==> src/rtl/health_tracker.sv <==
// health_tracker: two-player fight FSM with synchronized buttons, per-player attack cooldown,
// health tracking and winner detection; all outputs are registered.
module health_tracker #(
    parameter int MAX_HEALTH = 3,
    parameter int COOLDOWN   = 50000,
    parameter int CD_W       = 16
) (
    input  logic       clk,
    input  logic       rst_n,
    input  logic       start,
    input  logic       attack1,
    input  logic       attack2,
    input  logic       block1,
    input  logic       block2,
    output logic [1:0] health1,
    output logic [1:0] health2,
    output logic       game_over,
    output logic [1:0] winner
);
    typedef enum logic [1:0] {IDLE, FIGHT, OVER} state_t;

    localparam logic [1:0]      HMAX    = 2'(MAX_HEALTH);
    localparam logic [CD_W-1:0] CD_LOAD = CD_W'(COOLDOWN - 1);
    localparam logic [CD_W-1:0] CD_ONE  = CD_W'(1);

    state_t          state_q;
    logic [4:0]      s1_q, s2_q;
    logic [2:0]      prev_q;
    logic [CD_W-1:0] cd1_q, cd2_q, cd1_d, cd2_d;
    logic [1:0]      h1_q, h2_q, h1_d, h2_d;
    logic            go_q;
    logic [1:0]      win_q;
    logic [2:0]      pulse;
    logic            fight, acc1, acc2, hit1, hit2;

    // synchronized vector layout: {start, attack1, attack2, block1, block2}
    always_comb begin
        pulse = s2_q[4:2] & ~prev_q;
        fight = state_q == FIGHT;
        acc1  = fight && pulse[1] && cd1_q == '0;
        acc2  = fight && pulse[0] && cd2_q == '0;
        hit1  = acc1 && !s2_q[0];
        hit2  = acc2 && !s2_q[1];
        h2_d  = (hit1 && h2_q != 2'd0) ? h2_q - 2'd1 : h2_q;
        h1_d  = (hit2 && h1_q != 2'd0) ? h1_q - 2'd1 : h1_q;
        cd1_d = !fight ? '0 : acc1 ? CD_LOAD : (cd1_q != '0) ? cd1_q - CD_ONE : '0;
        cd2_d = !fight ? '0 : acc2 ? CD_LOAD : (cd2_q != '0) ? cd2_q - CD_ONE : '0;
    end

    always_ff @(posedge clk or negedge rst_n) begin
        if (!rst_n) begin
            state_q <= IDLE;
            s1_q    <= '0;
            s2_q    <= '0;
            prev_q  <= '0;
            cd1_q   <= '0;
            cd2_q   <= '0;
            h1_q    <= HMAX;
            h2_q    <= HMAX;
            go_q    <= 1'b0;
            win_q   <= 2'b00;
        end else begin
            s1_q   <= {start, attack1, attack2, block1, block2};
            s2_q   <= s1_q;
            prev_q <= s2_q[4:2];
            cd1_q  <= cd1_d;
            cd2_q  <= cd2_d;
            case (state_q)
                IDLE: begin
                    h1_q <= HMAX;
                    h2_q <= HMAX;
                    if (pulse[2]) state_q <= FIGHT;
                end
                FIGHT: begin
                    h1_q <= h1_d;
                    h2_q <= h2_d;
                    if (h1_d == 2'd0 || h2_d == 2'd0) begin
                        state_q <= OVER;
                        go_q    <= 1'b1;
                        win_q   <= {h1_d == 2'd0, h2_d == 2'd0};
                    end
                end
                OVER: begin
                    if (pulse[2]) begin
                        state_q <= IDLE;
                        h1_q    <= HMAX;
                        h2_q    <= HMAX;
                        go_q    <= 1'b0;
                        win_q   <= 2'b00;
                    end
                end
                default: state_q <= IDLE;
            endcase
        end
    end

    assign health1   = h1_q;
    assign health2   = h2_q;
    assign game_over = go_q;
    assign winner    = win_q;
endmodule

==> config.mk <==
export PLATFORM = sky130hd
export DESIGN_NAME = health_tracker
export DESIGN_NICKNAME = d
export VERILOG_FILES = /design/src/rtl/health_tracker.sv
export SDC_FILE = /design/constraint.sdc
export NUM_CORES = 1
export LEC_CHECK = 0
export ABC_AREA = 1
export BUFFER_PORTS_ARGS = -buffer_cell sky130_fd_sc_hd__clkbuf_2
export CORE_ASPECT_RATIO = 2
export CORE_MARGIN = 2
export CORE_UTILIZATION = 40
export DETAILED_ROUTE_END_ITERATION = 10
export PLACE_DENSITY_LB_ADDON = 0.05
export SYNTH_ARGS = -nofsm -noshare
export SYNTH_HDL_FRONTEND = slang
export SYNTH_SLANG_ARGS = --single-unit
==> constraint.sdc <==
create_clock -name clk -period 2.1 [get_ports clk]
set_clock_uncertainty 0.05 [all_clocks]
set_input_delay 0.21 -clock clk [delete_from_list [all_inputs] [get_ports clk]]
set_output_delay 0.21 -clock clk [all_outputs]
set_load 0.02 [all_outputs]
# Word level (Yosys, flattened, before mapping)
# Cells that the tools add are included.
dict set report word_totals {
  register_bits 54
  input_bits 7
  wordCells 66
}
dict set report classes {
  n_addsub 4
  eq_ne 5
  mux 20
  bitwise 2
  n_reduce_logical 25
}
# cell count
set ops {}
lappend ops {{$mux W16} 6}
lappend ops {{$logic_not A16 Y1} 2}
lappend ops {{$reduce_bool A16 Y1} 2}
lappend ops {{$sub A16 B1 Y16 const B} 2}
lappend ops {{$pmux W2 S3} 3}
lappend ops {{$mux W2} 7}
lappend ops {{$logic_and A1 B1 Y1} 8}
lappend ops {{$logic_not A2 Y1} 3}
lappend ops {{$reduce_and A3 Y1} 2}
lappend ops {{$reduce_bool A2 Y1} 3}
lappend ops {{$ne A2 B2 Y1 const B} 2}
lappend ops {{$pmux W2 S2} 1}
lappend ops {{$sub A2 B1 Y2 const B} 2}
lappend ops {{$and A3 B3 Y3} 1}
lappend ops {{$not A3 Y3} 1}
lappend ops {{$reduce_bool A3 Y1} 1}
lappend ops {{$eq A2 B1 Y1 const B} 1}
lappend ops {{$eq A2 B2 Y1 const B} 1}
lappend ops {{$logic_not A1 Y1} 2}
lappend ops {{$mux W1} 2}
lappend ops {{$ne A2 B1 Y1 const B} 1}
lappend ops {{$pmux W1 S2} 1}
lappend ops {{$reduce_and A2 Y1} 1}
lappend ops {{$logic_or A1 B1 Y1} 1}

# Longest topological paths before layout
dict set report depth {
  word_depth 11
  mapped_depth 14
  mapped_depth_nobuf 14
}

# Worst setup path after synthesis
# OpenSTA, ideal clock, no wires.
dict set report synth_path {
  kind {reg-to-reg}
  from {register h2_q[0], in the netlist health2[0]}
  to {register go_q, in the netlist game_over}
  setup_time_ns 0.117
  arrival_ns 1.777
  required_ns 1.933
  path_slack_ns 0.156
  stages_incl_launch_ff 14
  n_path_buf 0
  cell_sequence {dfstp_2 > inv_1 > ha_1 > or2_2 > nor2_4 > nand3_2 > nand2_1 > nand2_2 > inv_2 > nand2_4 > nand3_4 > nand2_4 > nand2_1 > nand2_1}
}
dict set report synth_via {
  elab_chain_cells 7
}
# element line_no
set synth_lines {}
lappend synth_lines {{start: declaration} 30} ;# logic [1:0] h1_q, h2_q, h1_d, h2_d;
lappend synth_lines {{start signal: assignment} 59} ;# h2_q <= HMAX;
lappend synth_lines {{start signal: assignment} 71} ;# h2_q <= HMAX;
lappend synth_lines {{start signal: assignment} 76} ;# h2_q <= h2_d;
lappend synth_lines {{branches (longest 2 deep; another with $sub A2 B1 Y2)} --}
lappend synth_lines {{$mux W2 *} 44} ;# h2_d = (hit1 && h2_q != 2'd0) ? h2_q - 2'd1 : h2_q;
lappend synth_lines {{$logic_not A2 Y1 *} 77} ;# if (h1_d == 2'd0 || h2_d == 2'd0) begin
lappend synth_lines {{$logic_or A1 B1 Y1 *} 77}
lappend synth_lines {{$ne A2 B1 Y1 (no line) *} --}
lappend synth_lines {{$reduce_and A3 Y1 (no line) *} --}
lappend synth_lines {{end signal: assignment} 60} ;# go_q <= 1'b0;
lappend synth_lines {{end signal: assignment} 79} ;# go_q <= 1'b1;
lappend synth_lines {{end signal: assignment} 88} ;# go_q <= 1'b0;
lappend synth_lines {{end: declaration} 31} ;# logic go_q;
# Every way passes the cells marked *.
# A chain may end at the register's enable or synchronous reset.

# Worst setup path in the final report
dict set report layout_path {
  from {register h1_q[0], in the netlist health1[0]}
  to {register go_q, in the netlist game_over}
}
dict set report layout_via {
  elab_chain_cells 7
}
# element line_no
set layout_lines {}
lappend layout_lines {{start: declaration} 30}
lappend layout_lines {{start signal: assignment} 58} ;# h1_q <= HMAX;
lappend layout_lines {{start signal: assignment} 70} ;# h1_q <= HMAX;
lappend layout_lines {{start signal: assignment} 75} ;# h1_q <= h1_d;
lappend layout_lines {{branches (longest 2 deep; another with $sub A2 B1 Y2)} --}
lappend layout_lines {{$mux W2 *} 45} ;# h1_d = (hit2 && h1_q != 2'd0) ? h1_q - 2'd1 : h1_q;
lappend layout_lines {{$logic_not A2 Y1 *} 77}
lappend layout_lines {{$logic_or A1 B1 Y1 *} 77}
lappend layout_lines {{$ne A2 B1 Y1 (no line) *} --}
lappend layout_lines {{$reduce_and A3 Y1 (no line) *} --}
# Marked as above.

==> impl_results.md <==
- Outcome: completed
- Tmin final: 1.97 ns
- Nets: 336
- Final Setup Violations: 0
- Initial antenna violation count: 0
- Syn Nets: 304
- Ranking of synthesized cells by area: dfrtp_1 (48%), nor2_1 (6.9%), nand2_1 (6.8%)
- Post-synth top area cell: dfrtp_1
- Crit path launch type: flop
- Ports: 14
- Arrival @ worst endpoint: 2.11 ns
- Drt pass-1 iters: 3
- Max-cap viol count: 0
- Total number of vias: 1,906
- Worst Tran Pin Value: 0.684 ns
- Power Density: 1650 nW/µm²
- Vias in the first global route: 2,041
- Drt initial violations: 27
- Final GP Congestion: 0.750
- Cell Area, Synth: 2600 µm²
- Clock Sinks: 54
- Top routing layer in use: met4
- Detail-routed via count per cell: 4.64
- Syn Inst Count: 292
- Max clock buf depth: 2
- Ratio of cells with drive above 1 in the final layout: 0.225
- Static leakage: 0.00158 µW
- Top-area cell type share of the netlist area: 0.481
- HP Class: primary input to asynchronous set/reset pin
- GRT Resource Usage Total: 0.174
- TritonCTS clock tree: yes
- Seq cells post-synth: 54
- Worst skew pair latency: 0.29 ns
- Fin cells: 411
- Die width: 61.0 µm
- Port Buf Inserts: 13
- Sequential share of the synthesized area: 0.522
- Slew headroom: 0.544
- Routed Antenna Nets: 0
- Initial core utilization: 0.412
- Clock transition at path regs: 0.07 ns
- Fmax: 507 MHz
- Slew Viols, Final: 0
- Row count: 41
- Residual DRC: 0
- Crit Path Max Fanout: 5
- ANT cells: 0
- Detailed-placement wirelength estimate: 4030 µm
- Core area: 6310 µm²
- Most frequent cells in the layout: dfrtp_1 (50), nor2_1 (47), nand2_1 (44)
- Yosys warning total: 0
- Die height: 118 µm
- Pin count of the biggest net entering global routing: 55
- Tcrit/Tclk final: 0.939
- Die Area: 7200 µm²
- Synth unique cells: 30
- R2R depth: 11
- WL met3: 75 µm
- Maximum VDD drop: 1.09 mV
- Clk root buf: clkbuf_16
- Most common cell after layout, fill and taps aside: dfrtp_1
- DP Cell Count: 396
- Layout area overhead: 17.4%
- Cts bufs inserted: 5
- Synth Area per Inst: 8.90 µm²
- First-pass GRT wire length: 9260 µm
- CTS H-tree lvls: 2
- Total wire length: 5330 µm
- Grt ovf: 0
- Endpoints failing hold: 0
- Worst endpoint required time: 2.24 ns
- CP endpoint kind: flop
- Hold slack: 0.000535 ns
- Setup CP Type: flop to flop
- Final Util: 0.483
- Met1 wire length: 1920 µm
- Met2 routed wirelength: 3210 µm
- Post-DR wirelength/cell: 13.0 µm
==> where the power goes <==
| part | switching [µW] | total (µW) | internal [µW] |
|---|---|---|---|
| registers | 235 | 1540 | 1300 |
| logic | 1660 | 2550 | 889 |
| clock network | 367 | 931 | 563 |
| total | 2260 | 5020 | 2760 |
==> logic make-up after synthesis <==
group                    Yosys count  share of synthesized area
AO/OA/AOI/OAI                     31                     0.0640
XOR/XNOR                          13                     0.0438
adder cells (fa/ha/maj)            5                     0.0241
buffers and inverters             39                     0.0568
flip-flops                        54                      0.522
AND/OR/NAND/NOR                  150                      0.289
==> worst paths after layout <==
path	start	to	slack, ns
max reg2reg	health1[0]	game_over	0.13
min	rst_n	cd2_q[9]	0.0005
max in group asynchronous	rst_n	state_q[1]	1.55
min reg2reg	s1_q[3]	s2_q[3]	0.30
min in group clk	s1_q[3]	s2_q[3]	0.30
max	health1[0]	game_over	0.13
==> per-stage QoR <==
stage | setup WS [ns] | total power, µW | setup TNS [ns] | cell area [µm²]
global placement | 0.129 | 4100 | 0 | 2810
global route | -0.0181 | 5530 | -0.0498 | 3050
floorplan | 0.156 | 3460 | 0 | 2600
CTS | 0.111 | 5090 | 0 | 3030
finish | 0.129 | 5020 | 0 | 3050
detailed placement | 0.137 | 4120 | 0 | 2810
==> state kept, by name (all words and copies together), names as in the netlist <==
signal / flops
winner: 2
health1: 2
game_over: 1
health2: 2
cd1_q: 16
prev_q: 3
s2_q: 5
state_q: 2
cd2_q: 16
s1_q: 5
==> synth_stat cells, drive strengths merged <==
library cell	n
ha	5
nor3	9
or2	4
xor2	9
dfrtp	50
nor2	59
xnor2	4
o22ai	1
nor3b	1
o211ai	1
nand2	58
a21oi	14
a31oi	2
o21ai	11
nand4	5
inv	38
nand3	13
clkinv	1
dfstp	4
o31ai	2
and3	1
==> critical path: stages (launching register included) <==
cell and delay, ns:
dfstp_2 0.54, inv_1 0.07, ha_1 0.18, or2_2 0.29, nor2_4 0.13, nand3_2 0.10, nand2_2 0.09, nand3_2 0.12
nand3_4 0.13, nand2_4 0.06, nand2_1 0.05, nand2_1 0.04
==> final cells by class <==
| type | instances | area [µm²] |
|---|---|---|
| flip-flops and latches | 54 | 1360 |
| clock inverters | 2 | 37.5 |
| multi-input cells | 199 | 1100 |
| repair buffers | 25 | 168 |
| fillers | 652 | 3260 |
| clock buffers | 6 | 129 |
| inverters | 39 | 148 |
| well taps | 86 | 108 |
==> routing by layer <==
layer | GRT usage | vias up
li1 | - | 985
met1 | 0.173 | 900
met2 | 0.327 | 13
met3 | 0.0319 | 8
met4 | 0.0707 | 0
met5 | 0 | -
==> repair_timing <==
| item | 4_1_cts | 5_1_grt |
|---|---|---|
| gates resized for setup | 0 | 4 |
| hold buffers | 5 | 0 |
| endpoints found under the hold margin | 5 | 0 |
| setup buffers | 0 | 2 |
| endpoints found under the setup margin | 0 | 9 |
No activity file was read; power rests on OpenSTA's default activity.
